`config.mk`:
```
export PLATFORM = sky130hd
export DESIGN_NAME = demux_capture_4ch
export DESIGN_NICKNAME = d
export VERILOG_FILES = /design/src/rtl/demux_pkg.sv /design/src/rtl/demux_cap_ch.sv /design/src/rtl/demux_capture_4ch.sv
export SDC_FILE = /design/constraint.sdc
export NUM_CORES = 1
export LEC_CHECK = 0
export ABC_CLOCK_PERIOD_IN_PS = 1360
export CELL_PAD_IN_SITES_DETAIL_PLACEMENT = 1
export CELL_PAD_IN_SITES_GLOBAL_PLACEMENT = 2
export CORE_UTILIZATION = 24
export CTS_CLUSTER_SIZE = 10
export DETAILED_ROUTE_END_ITERATION = 10
export PLACE_DENSITY_LB_ADDON = 0.1
export SLEW_MARGIN = 10
export SYNTH_ARGS = -nofsm -noshare
export SYNTH_HDL_FRONTEND = slang
export SYNTH_SLANG_ARGS = --single-unit
```
`constraint.sdc`:
```
create_clock -name clk -period 1.36 [get_ports clk]
set_clock_uncertainty 0.05 [all_clocks]
set_input_delay 0.34 -clock clk [delete_from_list [all_inputs] [get_ports clk]]
set_output_delay 0.34 -clock clk [all_outputs]
set_load 0.1 [all_outputs]
```
`src/rtl/demux_pkg.sv`:
```
// Shared definitions for the demux capture bank: channel count, select width
// and the per-channel occupancy state.
package demux_pkg;

  localparam int unsigned NUM_CH = 4;
  localparam int unsigned SEL_W  = 2;

  typedef enum logic [0:0] {
    CH_EMPTY = 1'b0,
    CH_FULL  = 1'b1
  } ch_state_e;

endpackage

```
`src/rtl/demux_cap_ch.sv`:
```
// One capture slot: holding register, EMPTY/FULL occupancy FSM and a sticky
// overflow flag that records writes dropped while the slot was occupied.
module demux_cap_ch
  import demux_pkg::*;
#(
  parameter int unsigned width = 4
) (
  input  logic             clk,
  input  logic             rst_n,
  input  logic             we,
  input  logic [width-1:0] d,
  input  logic             rd,
  input  logic             clr,
  output logic [width-1:0] q,
  output logic             full,
  output logic             ovf
);

  ch_state_e        state_q;
  logic [width-1:0] q_q;
  logic             ovf_q;
  logic             drop;

  // A write is lost only when the slot is occupied and not drained this cycle.
  assign drop = we && (state_q == CH_FULL) && !rd;

  always_ff @(posedge clk or negedge rst_n) begin
    if (!rst_n) begin
      state_q <= CH_EMPTY;
      q_q     <= '0;
      ovf_q   <= 1'b0;
    end else begin
      unique case (state_q)
        CH_EMPTY: begin
          if (we) begin
            q_q     <= d;
            state_q <= CH_FULL;
          end
        end
        CH_FULL: begin
          if (we && rd) begin
            q_q <= d;
          end else if (!we && rd) begin
            state_q <= CH_EMPTY;
          end
        end
        default: state_q <= CH_EMPTY;
      endcase
      // A new drop outranks a simultaneous clear.
      ovf_q <= drop | (ovf_q & ~clr);
    end
  end

  assign q    = q_q;
  assign full = (state_q == CH_FULL);
  assign ovf  = ovf_q;

endmodule

```
`src/rtl/demux_capture_4ch.sv`:
```
// Four-channel capture bank behind a 1-to-4 demux: steers the selected demux
// output into its channel slot and exposes per-channel data, full and overflow.
module demux_capture_4ch
  import demux_pkg::*;
#(
  parameter int unsigned width = 4
) (
  input  logic             clk,
  input  logic             rst_n,
  input  logic             wr_en,
  input  logic [SEL_W-1:0] sel,
  input  logic [width-1:0] d0,
  input  logic [width-1:0] d1,
  input  logic [width-1:0] d2,
  input  logic [width-1:0] d3,
  input  logic [3:0]       rd,
  input  logic             clr,
  output logic [width-1:0] q0,
  output logic [width-1:0] q1,
  output logic [width-1:0] q2,
  output logic [width-1:0] q3,
  output logic [3:0]       full,
  output logic [3:0]       ovf
);

  logic [width-1:0] d_arr [NUM_CH];
  logic [width-1:0] q_arr [NUM_CH];
  logic [width-1:0] d_sel;

  assign d_arr[0] = d0;
  assign d_arr[1] = d1;
  assign d_arr[2] = d2;
  assign d_arr[3] = d3;

  // Only the selected demux leg carries data; the others are ignored.
  assign d_sel = d_arr[sel];

  for (genvar k = 0; k < NUM_CH; k++) begin : g_ch
    demux_cap_ch #(
      .width(width)
    ) u_ch (
      .clk  (clk),
      .rst_n(rst_n),
      .we   (wr_en && (sel == SEL_W'(k))),
      .d    (d_sel),
      .rd   (rd[k]),
      .clr  (clr),
      .q    (q_arr[k]),
      .full (full[k]),
      .ovf  (ovf[k])
    );
  end

  assign q0 = q_arr[0];
  assign q1 = q_arr[1];
  assign q2 = q_arr[2];
  assign q3 = q_arr[3];

endmodule

```
==> reports/metrics.csv, run 1 <==
stage,metric,value,unit
run_status,status,"finished, final reports clean",
critical_path,Crit. End Element,output port,
yosys,Synth Cell Area,1000,µm²
power,maximum VDD drop,0.729,mV
yosys,"Seq/Total Area, Yosys",59.9,%
power,Pint,0.00189,W
drt,post-route ant nets,0,
power,combinational share of power,51.1,%
die,Ports,50,
drt,per-cell routed wire length,12.9,µm
layout,fin cells,182,
place,Post-DP HPWL,1740,µm
place,placed cells,175,
sta,worst slew pin tran,0.196,ns
global_routing,global route overflow,0,
global_routing,initial antenna violation count,0,
clock_network,depth of the CTS H-tree,1,
yosys,Seq cells post-synth,24,
sta,"Slew Viols, Final",0,
die,chip height,66.6,µm
critical_path,critical path peak fanout,2,
die,row count,23,
power,Clock Power Share,19.3,%
critical_path,worst setup path category,reg2out,
place,PortBufs,49,
critical_path,CP Data Required Time,0.97,ns
sta,Worst slew margin,87.0,%
place,Placed Area,1840,µm²
sta,final setup violation count,0,
yosys,Yosys cell types,14,
layout,fin area,2010,µm²
global_routing,vias in the first global route,859,
layout,Layout fillers,393,
drt,DR vias/cell,4.05,
critical_path,reg2reg path depth,4,
drt,via count,737,
yosys,Synth Warn #,0,
yosys,"Net Count, Synth",98,
die,Die W,66.6,µm
clock_network,CTS sink count,24,
layout,share of cells above drive strength 1,53.0,%
min_path,Hold Path Depth,3,
yosys,Synth top area share,59.9,%
layout,"commonest non-fill, non-tap cell in the layout",buf_12,
power,Sw Ratio,41.5,%
layout,number of diodes,0,
sta,unrepaired setup endpoints after global routing,true,
drt,Initial DRC Count,13,
critical_path,CP startpoint kind,register,
yosys,Synth area leaders,"dfrtp_1 (60%), mux2_2 (13%), buf_4 (6.0%), mux2_4 (6.0%), o22ai_1 (2.5%)",
clock_network,total CTS buffers,3,
sta,Final Hold Fails,0,
power,Leakage,0.941,nW
layout,"Area growth, synth to finish",100,%
clock_network,Root Buffer,clkbuf_8,
clock_network,Clock transition at path regs,0.08,ns
drt,final WL,2350,µm
drt,DR pass1 iterations,3,
yosys,mean post-synth cell area,13.9,µm²
flow_run,number of max-cap violations,0,
critical_path,critical path arrival,0.93,ns
global_routing,global-route wire length before repair,3970,µm
sta,Tcrit/Tclk final,96.9,%
die,core area,4000,µm²
power,P_sw,0.00134,W
global_routing,Tot GR Track Use,12.4,%
sta,min Tclk post-route,1.32,ns
power,part of the power in registers,29.6,%
clock_network,Max clock buf depth,2,
power,Cell Pwr Density,1610,nW/µm²
clock_network,clock insertion delay at the later pin of the skew report,0.27,ns
die,die area,4440,µm²
clock_network,Post-CTS Hold Buffers,0,
sta,Fmax achieved,0.759,GHz
min_path,Min-Delay Path Class,in2reg,
place,GPL Wtd Cong,0.682,
layout,"commonest cells after routing, fill and taps aside","buf_12 (25), dfrtp_1 (23), clkdlybuf4s50_1 (19)",
global_routing,pin count of the biggest net entering global routing,25,
clock_network,CTS tree,built,
layout,layout net count,159,
drt,DRC,0,
yosys,cell taking the most area after synthesis,dfrtp_1,
yosys,Post-Syn Instances,72,
die,Starting Density,25.1,%
[power groups by stage]
stage | Sequential (W) | Combinational, W | Clock, W
after floorplan | 0.00163 | 0.000248 | 0
after global placement | 0.000957 | 0.00159 | 0
after detailed placement | 0.000963 | 0.00160 | 0
after CTS | 0.000957 | 0.00166 | 0.000644
after global routing | 0.000974 | 0.00170 | 0.000670
final | 0.000957 | 0.00165 | 0.000623
[metal layers]
metal	routed length [µm]	vias to the layer above	GRT usage (%)	part of all wire, %
li1	-	353	-	-
met4	0	0	4.79	0
met3	214	0	3.94	9.1
met2	1190	27	20.5	51
met5	0	-	0	0
met1	938	357	14.9	40
[repair_timing]
item,in CTS,in global routing
endpoints found under the setup margin,17,9
pin swaps,1,0
buffers inserted,2,1
resized for setup,27,5
[cell type report]
type,instances,area [µm²],area share [%]
Clock buffer,3,41.3,2.06
Inverter,4,15.0,0.749
Tap cell,50,62.6,3.12
Clock inverter,1,30.0,1.50
Timing Repair Buffer,64,848,42.3
Multi-Input combinational cell,36,407,20.3
Sequential cell,24,602,30.0
[path summary, 6_finish.rpt]
kind                                    from           endpoint  slack (ns)
hold / removal                        sel[1]  g_ch[2].u_ch.full        0.36
setup reg to reg           g_ch[3].u_ch.full  g_ch[3].u_ch.q[3]        0.09
min in group asynchronous              rst_n  g_ch[2].u_ch.q[1]        0.37
max in group asynchronous              rst_n  g_ch[1].u_ch.full        0.74
setup / recovery           g_ch[0].u_ch.full            full[0]        0.04
hold reg to reg             g_ch[1].u_ch.ovf   g_ch[1].u_ch.ovf        0.52
[stage by stage]
stage | util (%) | hold slack, ns | worst slack (ns) | power (W) | TNS, ns
after floorplan | - | -0.00559 | -0.000403 | 0.00188 | -0.00161
after global placement | 45.9 | 0.506 | -0.503 | 0.00255 | -8.11
after detailed placement | 45.9 | 0.514 | -0.531 | 0.00256 | -8.36
after CTS | 50.0 | 0.374 | 0.0128 | 0.00326 | 0
after global routing | 50.1 | 0.376 | 0.00656 | 0.00334 | 0
final | 50.1 | 0.355 | 0.0422 | 0.00323 | 0
[synthesized netlist by cell type, drive strengths merged]
master,n
o22ai,4
or3b,1
buf,8
inv,4
nand2b,4
or2b,1
nand3,1
nor2b,3
nand3b,2
nand2,4
dfrtp,24
mux2,16
[critical path, cell delays in order, from the launching register on]
cell     delay (ns)
dfrtp_1        0.39
buf_6          0.12
buf_12         0.15
[cell families after synthesis]
logic type / count (synthesis) / share of synthesized area, %
DFF: 24 / 59.9
AOI/OAI and AO/OA: 4 / 2.50
muxes: 16 / 19.5
buffers and inverters: 12 / 7.49
and+or+nand+nor: 16 / 10.6
[sequential cells by signal, indices dropped and copies added, names as in the netlist]
name            count
g_ch.u_ch.full      4
g_ch.u_ch.ovf       4
g_ch.u_ch.q        16
(Power assumes the default switching activity.)
==> inputs of run 2 (changes only) <==
--- a/config.mk
+++ b/config.mk
@@ -16,3 +16,4 @@
 export SYNTH_ARGS = -nofsm -noshare
 export SYNTH_HDL_FRONTEND = slang
 export SYNTH_SLANG_ARGS = --single-unit
+export TNS_END_PERCENT = 30
==> run 2 against run 1 <==
Against the previous run:
- utilization fell by 0.19 points
- largest cell class unchanged
- global-route usage about the same
- setup slack did not move
- non-clock buffer count down 1
- total power about the same
- hold slack about the same
- final cell count shrank 0.55%
- cell area fell by 0.37%
- clock power barely moved
- sequential cell count did not move
- critical path type unchanged
==> reports/metrics.csv, run 2 (synthesis results as in run 1) <==
stage,metric,value,unit
drt,DR vias/cell,4.04,
sta,final setup violation count,0,
sta,Fmax achieved,0.759,GHz
flow_run,number of max-cap violations,0,
clock_network,total CTS buffers,3,
critical_path,"Slowest-stage cell, CP",dfrtp_1,
clock_network,CTS tree,built,
global_routing,global-route wire length before repair,3970,µm
layout,fin cells,181,
clock_network,CTS sink count,24,
critical_path,CP startpoint kind,register,
global_routing,Tot GR Track Use,12.4,%
min_path,Min-Delay Path Class,in2reg,
power,"Power, Total",0.00323,W
sta,final worst slack,0.0422,ns
power,Cell Pwr Density,1610,nW/µm²
drt,DR pass1 iterations,3,
power,maximum VDD drop,0.727,mV
sta,Tcrit/Tclk final,96.9,%
run_status,status,"finished, final reports clean",
sta,min Tclk post-route,1.32,ns
die,Starting Density,25.1,%
die,Die W,66.6,µm
sta,Final Hold Fails,0,
global_routing,pin count of the biggest net entering global routing,25,
critical_path,CP Data Required Time,0.97,ns
die,chip height,66.6,µm
critical_path,r2r setup slk,0.09,ns
layout,max reg flops,16,
drt,DRC,0,
global_routing,initial antenna violation count,0,
drt,post-route ant nets,0,
layout,"commonest non-fill, non-tap cell in the layout",buf_12,
place,GPL Wtd Cong,0.682,
place,placed cells,175,
die,die area,4440,µm²
sta,worst slew pin tran,0.196,ns
drt,via count,732,
clock_network,clock insertion delay at the later pin of the skew report,0.27,ns
layout,number of diodes,0,
critical_path,critical path peak fanout,2,
clock_network,Clock transition at path regs,0.08,ns
clock_network,Post-CTS Hold Buffers,0,
sta,"Slew Viols, Final",0,
place,PortBufs,49,
clock_network,Max clock buf depth,2,
critical_path,worst setup path category,reg2out,
die,Ports,50,
sta,unrepaired setup endpoints after global routing,true,
die,core area,4000,µm²
sta,Worst slew margin,87.0,%
critical_path,worst-path cell chain,buf_6 -> buf_12,
power,Leakage,0.937,nW
clock_network,depth of the CTS H-tree,1,
layout,"commonest cells after routing, fill and taps aside","buf_12 (25), dfrtp_1 (23), clkdlybuf4s50_1 (19)",
critical_path,Crit path largest cell delay,0.39,ns
drt,per-cell routed wire length,12.9,µm
place,Place WS,-0.531,ns
critical_path,critical path arrival,0.93,ns
clock_network,Root Buffer,clkbuf_8,
layout,layout net count,158,
drt,final WL,2340,µm
place,Post-DP HPWL,1740,µm
global_routing,global route overflow,0,
critical_path,Crit. End Element,output port,
drt,Initial DRC Count,18,
layout,"Area growth, synth to finish",99.4,%
global_routing,vias in the first global route,848,
die,row count,23,
layout,share of cells above drive strength 1,52.7,%
==> run 2: cell count changes in the layout (fill, tap and decap cells not counted), sizes merged <==
cell,previous run,this run
buf,39,38
==> run 2: area by class of cell <==
cell class / instances / area, µm²
clock buffers: 3 / 41.3
clock inverters: 1 / 30.0
multi-input cells: 36 / 407
repair buffers: 63 / 841
fillers: 391 / 2000
flip-flops and latches: 24 / 602
inverters: 4 / 15.0
well taps: 50 / 62.6
==> run 2: worst paths after layout <==
| kind | cells past startpoint | startpoint | end |
|---|---|---|---|
| worst max-delay path | 2 | g_ch[0].u_ch.full | full[0] |
| worst min-delay path | 3 | sel[1] | g_ch[2].u_ch.full |
| worst max register to register | 4 | g_ch[3].u_ch.full | g_ch[3].u_ch.q[3] |
| worst min register to register | 2 | g_ch[1].u_ch.ovf | g_ch[1].u_ch.ovf |
| max in group asynchronous | 2 | rst_n | g_ch[1].u_ch.full |
| min in group asynchronous | 2 | rst_n | g_ch[2].u_ch.q[1] |
==> run 2: stage by stage <==
stage / area [µm²] / TNS, ns / utilization (%) / hold slack (ns)
after detailed placement: 1840 / -8.36 / 45.9 / 0.514
after global routing: 2000 / 0 / 50.0 / 0.376
after CTS: 1990 / 0 / 49.8 / 0.374
after global placement: 1840 / -8.11 / 45.9 / 0.506
after floorplan: 1000 / -0.00161 / - / -0.00559
final: 2000 / 0 / 50.0 / 0.355
==> run 2: where the power goes <==
| part | switching [W] | internal (W) | total, W |
|---|---|---|---|
| registers | 0.000131 | 0.000826 | 0.000957 |
| clock network | 0.000229 | 0.000393 | 0.000623 |
| logic | 0.000979 | 0.000669 | 0.00165 |
| total | 0.00134 | 0.00189 | 0.00323 |
==> run 2: what timing repair did <==
item | 4_1_cts | 5_1_grt
setup endpoints to repair | 17 | 9
resized for setup | 27 | 5
buffers inserted | 1 | 1
pin swaps | 1 | 0
==> run 2: routing by layer <==
layer,global-route usage (%),vias up,share of wire (%)
met5,0,-,0
met1,15.0,354,40
met3,3.94,0,9.1
met4,4.79,0,0
li1,-,351,-
met2,20.2,27,50
==> run 2: worst max-delay path, delay by kind of cell, from the launching register on <==
kind / cells / cell delay (ns)
buf+inv: 2 / 0.27
flops: 1 / 0.39
==> inputs of run 3 (changes only) <==
--- a/config.mk
+++ b/config.mk
@@ -5,10 +5,11 @@
 export SDC_FILE = /design/constraint.sdc
 export NUM_CORES = 1
 export LEC_CHECK = 0
+export ABC_AREA = 1
 export ABC_CLOCK_PERIOD_IN_PS = 1360
 export CELL_PAD_IN_SITES_DETAIL_PLACEMENT = 1
 export CELL_PAD_IN_SITES_GLOBAL_PLACEMENT = 2
-export CORE_UTILIZATION = 24
+export CORE_UTILIZATION = 22
 export CTS_CLUSTER_SIZE = 10
 export DETAILED_ROUTE_END_ITERATION = 10
 export PLACE_DENSITY_LB_ADDON = 0.1
==> run 3 against run 2 <==
Against the previous run:
- total power decreased by 7.9%
- non-clock buffer count is 2 lower
- area after synthesis increased by 19%
- critical path type unchanged
==> reports/metrics.csv, run 3 <==
stage,metric,value,unit
run_status,status,"finished, final reports clean",
die,chip height,75.6,µm
place,PortBufs,49,
layout,Finished Core Util,40.7,%
layout,fin area,2110,µm²
yosys,number of synthesized flops with an enable pin,0,
yosys,Yosys cell types,9,
layout,max reg flops,16,
power,maximum VDD drop,0.452,mV
sta,Fmax achieved,0.780,GHz
die,Starting Density,23.0,%
layout,fin cells,281,
global_routing,vias in the first global route,1292,
yosys,ys async rst share,100,%
critical_path,CP startpoint kind,register,
clock_network,CTS tree,built,
drt,per-cell routed wire length,11.7,µm
place,placed cells,275,
yosys,Synth Warn #,0,
clock_network,clock insertion delay at the later pin of the skew report,0.26,ns
critical_path,worst-path cell chain,buf_12,
layout,layout net count,238,
yosys,prevailing post-synth register cell,dfrtp_1,
flow_run,number of max-cap violations,0,
power,Leakage,1.05,nW
global_routing,global route overflow,0,
die,Ports,50,
place,Place WS,-0.316,ns
yosys,Synth Cell Area,1190,µm²
yosys,cell taking the most area after synthesis,dfrtp_1,
sta,final worst slack,0.0787,ns
clock_network,Root Buffer,clkbuf_8,
layout,share of cells above drive strength 1,26.5,%
layout,"commonest cells after routing, fill and taps aside","nand2_1 (86), buf_12 (25), dfrtp_1 (24)",
drt,Initial DRC Count,33,
critical_path,family with the most delay on the worst path,flip-flops,
global_routing,initial antenna violation count,0,
drt,DRC,0,
yosys,Seq cells post-synth,24,
sta,min Tclk post-route,1.28,ns
sta,Worst slew margin,79.0,%
yosys,"Net Count, Synth",181,
clock_network,CTS sink count,24,
critical_path,"Slowest-stage cell, CP",dfrtp_1,
sta,Tcrit/Tclk final,94.2,%
yosys,mean post-synth cell area,7.68,µm²
die,core area,5170,µm²
sta,unrepaired setup endpoints after global routing,false,
critical_path,CP Data Required Time,0.97,ns
power,Cell Pwr Density,1410,nW/µm²
drt,post-route ant nets,0,
yosys,Post-Syn Instances,155,
drt,via count,1144,
critical_path,Crit path largest cell delay,0.43,ns
die,row count,26,
global_routing,global-route wire length before repair,5640,µm
layout,"Area growth, synth to finish",76.9,%
yosys,top-count cell post-synth,nand2_1,
critical_path,critical path peak fanout,2,
yosys,synth cell count leaders,"nand2_1 (88), dfrtp_1 (24), inv_1 (12), buf_4 (9), inv_2 (6)",
critical_path,critical path arrival,0.89,ns
drt,final WL,3270,µm
global_routing,Tot GR Track Use,13.2,%
drt,DR vias/cell,4.07,
clock_network,total CTS buffers,3,
min_path,Min-Delay Path Class,in2async,
yosys,"Seq/Total Area, Yosys",50.4,%
drt,DR pass1 iterations,3,
die,die area,5710,µm²
yosys,Synth area leaders,"dfrtp_1 (50%), nand2_1 (28%), buf_4 (5.7%), inv_1 (3.8%), nor2_4 (3.8%)",
sta,Final Hold Fails,0,
place,GPL Wtd Cong,0.737,
clock_network,Max clock buf depth,2,
clock_network,depth of the CTS H-tree,1,
clock_network,Clock transition at path regs,0.09,ns
sta,worst slew pin tran,0.314,ns
place,Post-DP HPWL,2760,µm
layout,"commonest non-fill, non-tap cell in the layout",nand2_1,
critical_path,worst setup path category,reg2out,
global_routing,pin count of the biggest net entering global routing,25,
place,Placed Area,2030,µm²
sta,final setup violation count,0,
critical_path,crit path buf inv count,1,
yosys,Synth top area share,50.4,%
sta,"Slew Viols, Final",0,
die,Die W,75.6,µm
layout,number of diodes,0,
critical_path,Crit. End Element,output port,
## run 3: changes by cell type in the layout (fill, tap and decap cells not counted), sizes merged, moves of 2 or more
| cell | delta |
|---|---|
| clkdlybuf4s50 | +3 |
| dlygate4sd2 | -2 |
| mux2 | -16 |
| nor2 | +8 |
| nor2b | -3 |
| nand2 | +84 |
| inv | +14 |
| nand3 | +3 |
| nand2b | -4 |
| nand3b | -2 |
| buf | -2 |
## run 3: cell families (layout without fill, tap and decap cells)
kind of cell | Yosys count | after routing | synth area share [%]
AND/OR/NAND/NOR | 100 | 100 | 36.1
buffers and inverters | 27 | 83 | 11.3
AO/OA/AOI/OAI | 4 | 4 | 2.10
flip-flops | 24 | 24 | 50.4
## run 3: where the power goes
part	leakage (nW)	total [W]	internal [W]	switching, W
sequential	0.312	0.000937	0.000817	0.000120
combinational	0.709	0.00154	0.000551	0.000987
clock	0.0288	0.000496	0.000259	0.000237
total	1.05	0.00297	0.00163	0.00134
## run 3: repair_timing
action	in CTS	in global routing
hold buffers	0	0
pin swaps	1	0
endpoints found under the setup margin	13	12
buffers inserted	2	0
resized for setup	5	1
endpoints found under the hold margin	0	0
## run 3: per-layer routing
| metal | wire length [µm] | track usage, % | vias to the layer above |
|---|---|---|---|
| met4 | 29 | 5.14 | 0 |
| met3 | 139 | 1.85 | 5 |
| li1 | - | - | 565 |
| met2 | 1720 | 23.9 | 36 |
| met5 | 0 | 0 | - |
| met1 | 1380 | 15.8 | 538 |
## run 3: worst register-to-register path: cells and delay by family, from the launching register on
kind / cells / cell delay (ns)
AND/OR/NAND/NOR: 4 / 0.32
buffers and inverters: 3 / 0.28
flip-flops: 1 / 0.42
## run 3: through the flow
stage	hold WS, ns	setup TNS [ns]	total power, W
after floorplan	-0.00559	0	0.00183
after global placement	0.474	-5.23	0.00248
after detailed placement	0.476	-5.77	0.00250
after CTS	0.387	0	0.00300
after global routing	0.382	0	0.00310
final	0.385	0	0.00297
## run 3: final timing paths
| kind | depth (start not counted) | from | endpoint | slack, ns |
|---|---|---|---|---|
| setup / recovery | 1 | g_ch[3].u_ch.q[1] | q3[1] | 0.08 |
| hold / removal | 2 | rst_n | g_ch[2].u_ch.ovf | 0.39 |
| setup reg to reg | 7 | g_ch[0].u_ch.full | g_ch[0].u_ch.q[3] | 0.19 |
| hold reg to reg | 2 | g_ch[1].u_ch.q[2] | g_ch[1].u_ch.q[2] | 0.49 |
| max in group asynchronous | 2 | rst_n | g_ch[0].u_ch.q[0] | 0.73 |
| min in group clk | 2 | g_ch[1].u_ch.q[2] | g_ch[1].u_ch.q[2] | 0.49 |
## run 3: layout make-up
cell class | count | area, µm²
fillers | 605 | 3070
well taps | 70 | 87.6
multi-input cells | 104 | 460
clock buffers | 4 | 55.1
inverters | 18 | 70.1
repair buffers | 61 | 833
flip-flops and latches | 24 | 601
